===== config.mk =====
export PLATFORM = sky130hd
export DESIGN_NAME = uart_baud_gen_frac_flat
export DESIGN_NICKNAME = d
export VERILOG_FILES = /design/src/rtl/uart_baud_gen_frac_if.sv /design/src/rtl/uart_baud_gen_frac.sv /design/src/flat_wrapper.sv
export SDC_FILE = /design/constraint.sdc
export NUM_CORES = 1
export LEC_CHECK = 0
export CAP_MARGIN = 30
export CORE_UTILIZATION = 61
export CTS_BUF_LIST = sky130_fd_sc_hd__clkbuf_4 sky130_fd_sc_hd__clkbuf_8
export CTS_CLUSTER_DIAMETER = 100
export DETAILED_ROUTE_END_ITERATION = 8
export GPL_ROUTABILITY_DRIVEN = 0
export PLACE_DENSITY = 0.8
export SLEW_MARGIN = 20
export SYNTH_ARGS = -nofsm -noshare
export SYNTH_HDL_FRONTEND = slang
export SYNTH_SLANG_ARGS = --single-unit

===== constraint.sdc =====
create_clock -name clk -period 4.2 [get_ports clk]
set_input_delay 0.84 -clock clk [delete_from_list [all_inputs] [get_ports clk]]
set_output_delay 0.84 -clock clk [all_outputs]
set_load 0.05 [all_outputs]

===== src/rtl/uart_baud_gen_frac_if.sv =====
// Control and strobe bundle between the fractional baud generator and its UART user.
// Inputs are sampled on every rising clk edge. Outputs are registered one-cycle
// strobes, plus a sticky error flag. This port has no valid/ready handshake.
interface uart_baud_gen_frac_if #(
    parameter int DIV_W  = 16,
    parameter int FRAC_W = 8
);
    logic              en;
    logic              cfg_load;
    logic [DIV_W-1:0]  div_int;
    logic [FRAC_W-1:0] div_frac;
    logic              osr_sel;
    logic              phase_clr;
    logic              os_tick;
    logic              mid_tick;
    logic              bit_tick;
    logic              cfg_err;

    modport master (
        output en, cfg_load, div_int, div_frac, osr_sel, phase_clr,
        input  os_tick, mid_tick, bit_tick, cfg_err
    );

    modport slave (
        input  en, cfg_load, div_int, div_frac, osr_sel, phase_clr,
        output os_tick, mid_tick, bit_tick, cfg_err
    );
endinterface


===== src/rtl/uart_baud_gen_frac.sv =====
// Fractional-N baud tick generator: an integer period counter is stretched by one clock
// whenever the fractional accumulator carries, giving a drift-free mean oversample period.
module uart_baud_gen_frac #(
    parameter int CLOCK_FREQ = 100_000_000,
    parameter int BAUDRATE   = 625000,
    parameter int DIV_W      = 16,
    parameter int FRAC_W     = 8
) (
    input  logic                  clk,
    input  logic                  rst_n,
    uart_baud_gen_frac_if.slave   bif
);
    localparam int              DEF_INT_I = CLOCK_FREQ / (BAUDRATE * 16);
    localparam logic [DIV_W-1:0] DEF_INT  = DIV_W'(DEF_INT_I);
    localparam logic [DIV_W-1:0] MIN_INT  = DIV_W'(2);

    logic [DIV_W-1:0]  cnt_q, cnt_d;
    logic [DIV_W:0]    period_q, period_d;
    logic [FRAC_W-1:0] acc_q, acc_d;
    logic [3:0]        os_cnt_q, os_cnt_d;
    logic [DIV_W-1:0]  div_int_q, div_int_d;
    logic [FRAC_W-1:0] div_frac_q, div_frac_d;
    logic              osr_q, osr_d;
    logic              os_tick_q, os_tick_d;
    logic              mid_tick_q, mid_tick_d;
    logic              bit_tick_q, bit_tick_d;
    logic              cfg_err_q, cfg_err_d;

    logic [FRAC_W:0]   acc_sum;
    logic [3:0]        os_last;
    logic [3:0]        os_mid;
    logic              int_too_small;
    logic [DIV_W-1:0]  int_clamped;
    logic              period_end;

    always_comb begin
        acc_sum       = {1'b0, acc_q} + {1'b0, div_frac_q};
        os_last       = osr_q ? 4'd7 : 4'd15;
        os_mid        = osr_q ? 4'd3 : 4'd7;
        int_too_small = (bif.div_int < MIN_INT);
        int_clamped   = int_too_small ? MIN_INT : bif.div_int;
        // period_q never drops below 2, so period_q - 1 cannot underflow
        period_end    = ({1'b0, cnt_q} == (period_q - {{DIV_W{1'b0}}, 1'b1}));

        cnt_d      = cnt_q;
        period_d   = period_q;
        acc_d      = acc_q;
        os_cnt_d   = os_cnt_q;
        div_int_d  = div_int_q;
        div_frac_d = div_frac_q;
        osr_d      = osr_q;
        cfg_err_d  = cfg_err_q;
        os_tick_d  = 1'b0;
        mid_tick_d = 1'b0;
        bit_tick_d = 1'b0;

        if (bif.cfg_load) begin
            div_int_d  = int_clamped;
            div_frac_d = bif.div_frac;
            osr_d      = bif.osr_sel;
            cfg_err_d  = cfg_err_q | int_too_small;
            cnt_d      = '0;
            acc_d      = '0;
            os_cnt_d   = '0;
            period_d   = {1'b0, int_clamped};
        end else if (bif.phase_clr || !bif.en) begin
            cnt_d    = '0;
            acc_d    = '0;
            os_cnt_d = '0;
            period_d = {1'b0, div_int_q};
        end else if (period_end) begin
            // The carry out of the accumulator lengthens the next period by one clock
            cnt_d      = '0;
            acc_d      = acc_sum[FRAC_W-1:0];
            period_d   = {1'b0, div_int_q} + {{DIV_W{1'b0}}, acc_sum[FRAC_W]};
            os_tick_d  = 1'b1;
            mid_tick_d = (os_cnt_q == os_mid);
            bit_tick_d = (os_cnt_q == os_last);
            os_cnt_d   = (os_cnt_q == os_last) ? 4'd0 : os_cnt_q + 4'd1;
        end else begin
            cnt_d = cnt_q + {{(DIV_W-1){1'b0}}, 1'b1};
        end
    end

    always_ff @(posedge clk or negedge rst_n) begin
        if (!rst_n) begin
            cnt_q      <= '0;
            period_q   <= {1'b0, DEF_INT};
            acc_q      <= '0;
            os_cnt_q   <= '0;
            div_int_q  <= DEF_INT;
            div_frac_q <= '0;
            osr_q      <= 1'b0;
            os_tick_q  <= 1'b0;
            mid_tick_q <= 1'b0;
            bit_tick_q <= 1'b0;
            cfg_err_q  <= 1'b0;
        end else begin
            cnt_q      <= cnt_d;
            period_q   <= period_d;
            acc_q      <= acc_d;
            os_cnt_q   <= os_cnt_d;
            div_int_q  <= div_int_d;
            div_frac_q <= div_frac_d;
            osr_q      <= osr_d;
            os_tick_q  <= os_tick_d;
            mid_tick_q <= mid_tick_d;
            bit_tick_q <= bit_tick_d;
            cfg_err_q  <= cfg_err_d;
        end
    end

    assign bif.os_tick  = os_tick_q;
    assign bif.mid_tick = mid_tick_q;
    assign bif.bit_tick = bit_tick_q;
    assign bif.cfg_err  = cfg_err_q;
endmodule


===== src/flat_wrapper.sv =====
// flat-port wrapper written by rule: the top's interface ports become plain ports
module uart_baud_gen_frac_flat 
#(
    parameter int CLOCK_FREQ = 100_000_000,
    parameter int BAUDRATE   = 625000,
    parameter int DIV_W      = 16,
    parameter int FRAC_W     = 8
)
  (clk, rst_n, bif_en, bif_cfg_load, bif_div_int, bif_div_frac, bif_osr_sel, bif_phase_clr, bif_os_tick, bif_mid_tick, bif_bit_tick, bif_cfg_err);
  uart_baud_gen_frac_if #(.DIV_W(DIV_W), .FRAC_W(FRAC_W)) bif_i ();
  input  logic clk;
  input  logic rst_n;
  input wire logic [$bits(bif_i.en)-1:0] bif_en;
  input wire logic [$bits(bif_i.cfg_load)-1:0] bif_cfg_load;
  input wire logic [$bits(bif_i.div_int)-1:0] bif_div_int;
  input wire logic [$bits(bif_i.div_frac)-1:0] bif_div_frac;
  input wire logic [$bits(bif_i.osr_sel)-1:0] bif_osr_sel;
  input wire logic [$bits(bif_i.phase_clr)-1:0] bif_phase_clr;
  output wire logic [$bits(bif_i.os_tick)-1:0] bif_os_tick;
  output wire logic [$bits(bif_i.mid_tick)-1:0] bif_mid_tick;
  output wire logic [$bits(bif_i.bit_tick)-1:0] bif_bit_tick;
  output wire logic [$bits(bif_i.cfg_err)-1:0] bif_cfg_err;
  assign bif_i.en = bif_en;
  assign bif_i.cfg_load = bif_cfg_load;
  assign bif_i.div_int = bif_div_int;
  assign bif_i.div_frac = bif_div_frac;
  assign bif_i.osr_sel = bif_osr_sel;
  assign bif_i.phase_clr = bif_phase_clr;
  assign bif_os_tick = bif_i.os_tick;
  assign bif_mid_tick = bif_i.mid_tick;
  assign bif_bit_tick = bif_i.bit_tick;
  assign bif_cfg_err = bif_i.cfg_err;
  uart_baud_gen_frac #(.CLOCK_FREQ(CLOCK_FREQ), .BAUDRATE(BAUDRATE), .DIV_W(DIV_W), .FRAC_W(FRAC_W)) u_core (.clk(clk), .rst_n(rst_n), .bif(bif_i));
endmodule

==> metrics.md, run 1 <==
| Metric | Value |
|---|---|
| CTS tree | yes |
| Syn_nets | 510 |
| Die height | 87.5 um |
| Area delta synth->final | 13.4% |
| Die X | about 90 um |
| Slew headroom | 43.4% |
| Port Buffers | 33 |
| Comb pwr share | 15.2% |
| Synth async-reset ratio | 100% |
| Synth Warn # | 0 |
| Final Slew Violations | 0 |
| Pwr dens | 323 mW/mm2 |
| Initial antenna violation count | 0 |
| Detailed placement HPWL | just over 7000 um |
| CTS resizes | 0 |
| CTS clk-pin slew, worst paths | 0.08 ns |
| Hold Crit Class | in -> async |
| Ant. Diodes | 0 |
| Residual DRC | 0 |
| Crit. End Element | flop |
| Clock period minus worst slack | 3.62 ns |
| Post-CTS Setup Bufs | 0 |
| Detailed Route WL | 10000 um |
| Top Ports | 34 |
| Row Count | 30 |
| Total Neg Setup Slack | 0 ns |
| Switching pwr | 466 uW |
| Syn Std Cell Area | 0.00446 mm2 |
| Clock power share | 35.2% |
| Clock skew | 0.0152 ns |
| Routed vias/inst | 6.04 |
| GRT busiest layer | met2 |
| Post-synth top flop | dfrtp_1 |
| Starting DRT DRC Count | 244 |
| Hold_buf cts | 0 |
| GRT met3 Usage | 5.59% |
| Commonest non-fill, non-tap cell in the layout | dfrtp_1 |
| CP required | around 4.4 ns |
| Final hold vios | 0 |
| Root Driver | clkbuf_8 |
| Placement Setup Slack | 0.642 ns |
| Tcrit/Tclk final | 86.1% |
| Core Area | slightly below 0.007 mm2 |
| Max Freq | approximately 280 MHz |
| FILL cells | 513 |
| GRT met1 Usage | 37.4% |
| Share of cells above drive strength 1 | about a tenth |
| Status | complete, no violations |
| Yosys reg bits | 74 |
| Post-synth EDFFs | 0 |
| Net count reported at finish | around 540 |
| Critical path class | reg -> reg |
| Critical Path Fanout Max | 20 |
| Sw Ratio | 28.5% |
| DIE AREA | ~0.0077 mm2 |
| WP data arrival | 3.85 ns |
| Sequential share of power | around half |
| RSZ-0062 raised after global routing | no |
| Seq/Total Area, Yosys | 41.6% |
| Crit start category | flop |
| Slowest stage cell on the critical path | or4b_1 |
| Skew-Pair Late Insertion Delay | 0.36 ns |
| Number of max-cap violations | 0 |
| Worst Max-Slew Pin Slew | ~0.85 ns |
| Worst path cell trace | inv_1 -> ha_1 -> or4b_1 -> nor4_2 -> xnor2_1 -> and4b_1 -> o2111ai_2 -> o21ai_2 -> buf_4 -> mux2_1 |
| Vias in the first global route | roughly 3500 |
| GRT Overall Usage | about 29% |
| P_int | 1.17 mW |
| Inserted Clock Buffers | 9 |
| Via count | 3595 |
| Worst setup slack after layout | approximately 0.58 ns |
| Synth unique cells | 59 |
| First-pass GRT wire length | ~17000 um |
| Max IR drop VDD | 0.000210 V |
| Maximum clock insertion buffer count | 2 |
| Detail Route Antenna Nets | 0 |
| Initial Utilization | 64.2% |
| Crit path largest cell delay | around 0.64 ns |
| Wire length per cell | ~17 um |
| Mapped Avg Cell Area | 9.57 um2 |
| Met2 Use GR | between 40% and 50% |
| 1st-pass router iterations | 5 |
| H-Tree Depth | 3 |
| Setup Viol. Count Final | 0 |
| GR Overflow Total | 0 |
| Clock Sinks | 74 |
| Post-Synthesis Cells | 466 |
| Most frequent cells in the layout | dfrtp_1, nor2_1, clkdlybuf4s50_1, o21ai_0, nand2_1 |
| Leakage | between 2 and 2.5 nW |
| Largest net degree at the start of global routing | 75 |
## cell usage after synthesis (3+ instances only)
| library cell | count | area [um2] |
|---|---|---|
| buf_2 | 3 | 15.0 |
| dfstp_2 | 4 | 105 |
| mux2_1 | 7 | 78.8 |
| and4_1 | 3 | 26.3 |
| inv_1 | 27 | 101 |
| nor3_1 | 13 | 65.1 |
| clkbuf_1 | 12 | 45.0 |
| a31oi_1 | 4 | 25.0 |
| buf_4 | 4 | 30.0 |
| and3_1 | 5 | 31.3 |
| nand4_1 | 10 | 62.6 |
| buf_6 | 3 | 33.8 |
| o21a_1 | 3 | 22.5 |
| nand2_1 | 29 | 109 |
| nand4b_1 | 3 | 26.3 |
| o21ai_0 | 29 | 145 |
| or4_1 | 6 | 45.0 |
| nor2b_1 | 4 | 25.0 |
| xor2_1 | 20 | 175 |
| xnor2_1 | 25 | 219 |
| ha_1 | 13 | 163 |
| nand3_1 | 25 | 125 |
| nor4_1 | 9 | 56.3 |
| dfrtp_1 | 70 | 1750 |
| or3_1 | 4 | 25.0 |
| a21oi_1 | 21 | 105 |
| a211oi_1 | 7 | 52.6 |
| mux2i_1 | 11 | 110 |
| mux2_2 | 14 | 158 |
| nor2_1 | 38 | 143 |
| o31ai_1 | 4 | 30.0 |
## per-layer routing
| layer | wire [um] | vias to the layer above | part of all wire, % |
|---|---|---|---|
| met4 | 189 | 0 | 1.9 |
| li1 | - | 1727 | - |
| met3 | 422 | 17 | 4.2 |
| met2 | 4870 | 87 | 49 |
| met5 | 0 | - | 0 |
| met1 | 4540 | 1764 | 45 |
## power by group through the flow
stage | Sequential (mW) | Combinational, mW | Clock [mW]
2_1_floorplan | 0.803 | 0.173 | 0
3_3_place_gp | 0.820 | 0.237 | 0
3_5_place_dp | 0.822 | 0.244 | 0
4_1_cts | 0.809 | 0.246 | 0.587
5_1_grt | 0.817 | 0.277 | 0.613
6_report | 0.811 | 0.249 | 0.575
## cell type report
cell class | instances | area [um2] | area share (%)
Timing Repair Buffer | 39 | 393 | 7.77
Clock inverter | 5 | 62.6 | 1.24
Inverter | 27 | 101 | 2.00
Sequential cell | 74 | 1860 | 36.7
Tap cell | 96 | 120 | 2.38
Multi-Input combinational cell | 343 | 2380 | 47.0
Clock buffer | 11 | 145 | 2.87
## worst paths after layout
path / start / to / depth (start not counted) / slack (ns)
worst max-delay path: u_core.period_q[0] / u_core.period_q[10] / 10 / 0.58
worst min-delay path: rst_n / u_core.cnt_q[4] / 1 / 0.38
worst max register to register: u_core.period_q[0] / u_core.period_q[10] / 10 / 0.58
worst min register to register: u_core.bif.cfg_err / u_core.bif.cfg_err / 1 / 0.49
max in group asynchronous: rst_n / u_core.div_int_q[3] / 2 / 3.22
min in group clk: u_core.bif.cfg_err / u_core.bif.cfg_err / 1 / 0.49
## critical path, delay by kind of cell (launching register included)
family,cells,cell delay (ns)
AND/OR/NAND/NOR,3,1.26
flip-flops,1,0.45
XOR/XNOR,1,0.18
buffers and inverters,2,0.38
AO/OA/AOI/OAI,2,0.67
adder cells (fa/ha/maj),1,0.19
multiplexers,1,0.36
## through the flow
| step | hold slack (ns) | utilization, % | total power [mW] | instance area [um2] | instances |
|---|---|---|---|---|---|
| after floorplan | 0.471 | - | 0.976 | 4460 | 466 |
| after global placement | 0.464 | 69.4 | 1.06 | 4820 | 578 |
| after detailed placement | 0.480 | 69.4 | 1.07 | 4820 | 578 |
| after CTS | 0.509 | 72.4 | 1.64 | 5030 | 594 |
| after global routing | 0.386 | 72.8 | 1.71 | 5060 | 595 |
| final | 0.377 | 72.8 | 1.63 | 5060 | 595 |
## cell families after synthesis
group / count (synthesis) / synth area share [%]
compound gates: 87 / 12.3
xor+xnor: 45 / 8.84
fa+ha+maj: 14 / 4.10
buf+inv: 49 / 5.05
flops: 74 / 41.6
mux: 32 / 7.77
simple gates: 165 / 20.3
## registers in the layout (all words and copies together), names as in the netlist
name	flops
u_core.bif.mid_tick	1
u_core.cnt_q	16
u_core.acc_q	8
u_core.div_frac_q	8
u_core.os_cnt_q	4
u_core.bif.bit_tick	1
u_core.osr_q	1
u_core.bif.os_tick	1
u_core.period_q	17
u_core.div_int_q	16
u_core.bif.cfg_err	1
Power figures use the tool's default switching activity.
==> inputs of run 2 (changes only) <==
--- a/config.mk
+++ b/config.mk
@@ -12,6 +12,7 @@
 export DETAILED_ROUTE_END_ITERATION = 8
 export GPL_ROUTABILITY_DRIVEN = 0
 export PLACE_DENSITY = 0.8
+export SETUP_SLACK_MARGIN = 0.02
 export SLEW_MARGIN = 20
 export SYNTH_ARGS = -nofsm -noshare
 export SYNTH_HDL_FRONTEND = slang
==> results of run 2 <==
The final DEF is identical to that of run 1; final timing and power are the same.
==> inputs of run 3 (changes only) <==
--- a/config.mk
+++ b/config.mk
@@ -6,12 +6,12 @@
 export NUM_CORES = 1
 export LEC_CHECK = 0
 export CAP_MARGIN = 30
-export CORE_UTILIZATION = 61
+export CORE_UTILIZATION = 55
 export CTS_BUF_LIST = sky130_fd_sc_hd__clkbuf_4 sky130_fd_sc_hd__clkbuf_8
 export CTS_CLUSTER_DIAMETER = 100
 export DETAILED_ROUTE_END_ITERATION = 8
 export GPL_ROUTABILITY_DRIVEN = 0
-export PLACE_DENSITY = 0.8
+export PLACE_DENSITY_LB_ADDON = 0.3
 export SETUP_SLACK_MARGIN = 0.02
 export SLEW_MARGIN = 20
 export SYNTH_ARGS = -nofsm -noshare
==> metrics.md, run 3 (same netlist as run 1, synthesis figures left out) <==
| Metric | Value |
|---|---|
| Final hold vios | 0 |
| Max Freq | 267 MHz |
| Hold_buf cts | 0 |
| Sw Ratio | 28.6% |
| Max IR drop VDD | 0.000223 V |
| WP data arrival | 3.98 ns |
| Largest Register | u_core.period_q |
| H-Tree Depth | 3 |
| Detail Route Antenna Nets | 0 |
| Vias in the first global route | 3695 |
| Routed vias/inst | around 6.0 |
| Max reg flops | 17 |
| Largest net degree at the start of global routing | 75 |
| Core Area | 0.00777 mm2 |
| CP required | 4.44 ns |
| Final Slew Violations | 0 |
| Fin util | ~65% |
| Die height | 92.0 um |
| Tcrit/Tclk final | about 90% |
| Comb pwr share | 14.8% |
| Setup Viol. Count Final | 0 |
| 1st-pass router iterations | 6 |
| RSZ-0062 raised after global routing | no |
| Worst Path Buf+Inv | 2 |
| Clock skew | 0.0109 ns |
| Pwr dens | around 330 mW/mm2 |
| Die X | 92.0 um |
| Critical Path Fanout Max | 15 |
| Hold Crit Class | in -> async |
| Switching pwr | 483 uW |
| Commonest non-fill, non-tap cell in the layout | dfrtp_1 |
| Share of cells above drive strength 1 | 10.0% |
| Initial antenna violation count | 0 |
| Top delay family on crit path | compound AO/OA/AOI/OAI gates |
| Initial Utilization | 57.4% |
| Port Buffers | 33 |
| Post-CTS Setup Bufs | 0 |
| Residual DRC | 0 |
| Leakage | 2.13 nW |
| CTS resizes | 0 |
| GR Overflow Total | 0 |
| Wire length per cell | 17.1 um |
| Number of max-cap violations | 0 |
| Total Neg Setup Slack | 0 ns |
| Worst path cell trace | inv_1 -> ha_1 -> or4b_1 -> o41ai_1 -> and4b_1 -> o2111ai_2 -> o21ai_2 -> buf_4 -> nor2_1 |
| Root Driver | clkbuf_8 |
| GRT Overall Usage | 26.5% |
| Biggest registers after layout | u_core.period_q x17, u_core.cnt_q x16, u_core.div_int_q x16 |
| Row Count | 32 |
| CTS clk-pin slew, worst paths | 0.08 ns |
| Clock period minus worst slack | 3.74 ns |
| Most frequent cells in the layout | dfrtp_1, nor2_1, clkdlybuf4s50_1, o21ai_0, nand2_1 |
| Sequential share of power | roughly 48% |
| Critical path class | reg -> reg |
| Crit path largest cell delay | between 0.7 and 0.8 ns |
| Net count reported at finish | 538 |
| Maximum clock insertion buffer count | 2 |
| Slowest stage cell on the critical path | o21ai_2 |
| Area delta synth->final | 13.9% |
| Top Ports | 34 |
| Clock Sinks | 74 |
| Skew-Pair Late Insertion Delay | 0.36 ns |
| Ant. Diodes | 0 |
| Starting DRT DRC Count | 255 |
| DIE AREA | 0.00847 mm2 |
| Slew headroom | 44.4% |
| Detailed placement HPWL | 7360 um |
| P_int | 1.21 mW |
| Crit start category | flop |
| Detailed Route WL | 10300 um |
| Worst Max-Slew Pin Slew | between 0.8 and 0.9 ns |
| Status | complete, no violations |
| Clock power share | 37.2% |
| Inserted Clock Buffers | 9 |
| Crit. End Element | flop |
| CTS tree | yes |
| Via count | 3621 |
| First-pass GRT wire length | 17800 um |
[run 3: cell types whose count changed in the layout (fill, tap and decap cells not counted), sizes merged]
cell    change
bufinv      +1
clkinv      +1
clkbuf      -2
[run 3: worst register-to-register path, cell delays in order, from the launching register on]
cell and delay, ns:
dfrtp_1 0.45, inv_1 0.08, ha_1 0.19, or4b_1 0.65, o41ai_1 0.50, and4b_1 0.29, o2111ai_2 0.36, o21ai_2 0.71
buf_4 0.33, nor2_1 0.08
[run 3: area by class of cell]
class                      count  area [um2]
tap                          102         128
fill                         656        2690
clock buffer                   9         124
inverter                      27         101
clock inverter                 7         101
multi-input combinational    343        2380
timing repair buffer          39         393
sequential                    74        1860
[run 3: per-stage QoR]
stage,hold slack (ns),instance area (um2),power [mW],setup slack [ns],instances
floorplan,0.471,4460,0.976,1.26,466
global placement,0.463,4830,1.06,0.605,584
detailed placement,0.478,4830,1.07,0.461,584
CTS,0.499,5050,1.69,0.436,600
global route,0.357,5080,1.76,0.205,601
finish,0.353,5080,1.69,0.458,601
[run 3: final timing paths]
path                                     from            endpoint  slack (ns)  depth (start not counted)
hold reg to reg            u_core.bif.cfg_err  u_core.bif.cfg_err        0.49                          1
min in group clk           u_core.bif.cfg_err  u_core.bif.cfg_err        0.49                          1
setup / recovery           u_core.period_q[0]    u_core.cnt_q[15]        0.46                          9
hold / removal                          rst_n     u_core.cnt_q[7]        0.35                          1
setup reg to reg           u_core.period_q[0]    u_core.cnt_q[15]        0.46                          9
max in group asynchronous               rst_n  u_core.period_q[3]        3.26                          2
[run 3: power by group through the flow]
stage	registers, mW	logic (mW)	clock network [mW]
5_1_grt	0.818	0.278	0.665
3_5_place_dp	0.823	0.245	0
3_3_place_gp	0.819	0.236	0
4_1_cts	0.809	0.247	0.636
6_report	0.811	0.251	0.628
2_1_floorplan	0.803	0.173	0
[run 3: layer usage]
metal	up-vias	track usage, %	routed length [um]
met1	1782	35.5	4660
met3	20	4.89	427
met5	-	0	0
met2	101	42.8	4980
li1	1718	-	-
met4	0	9.51	174
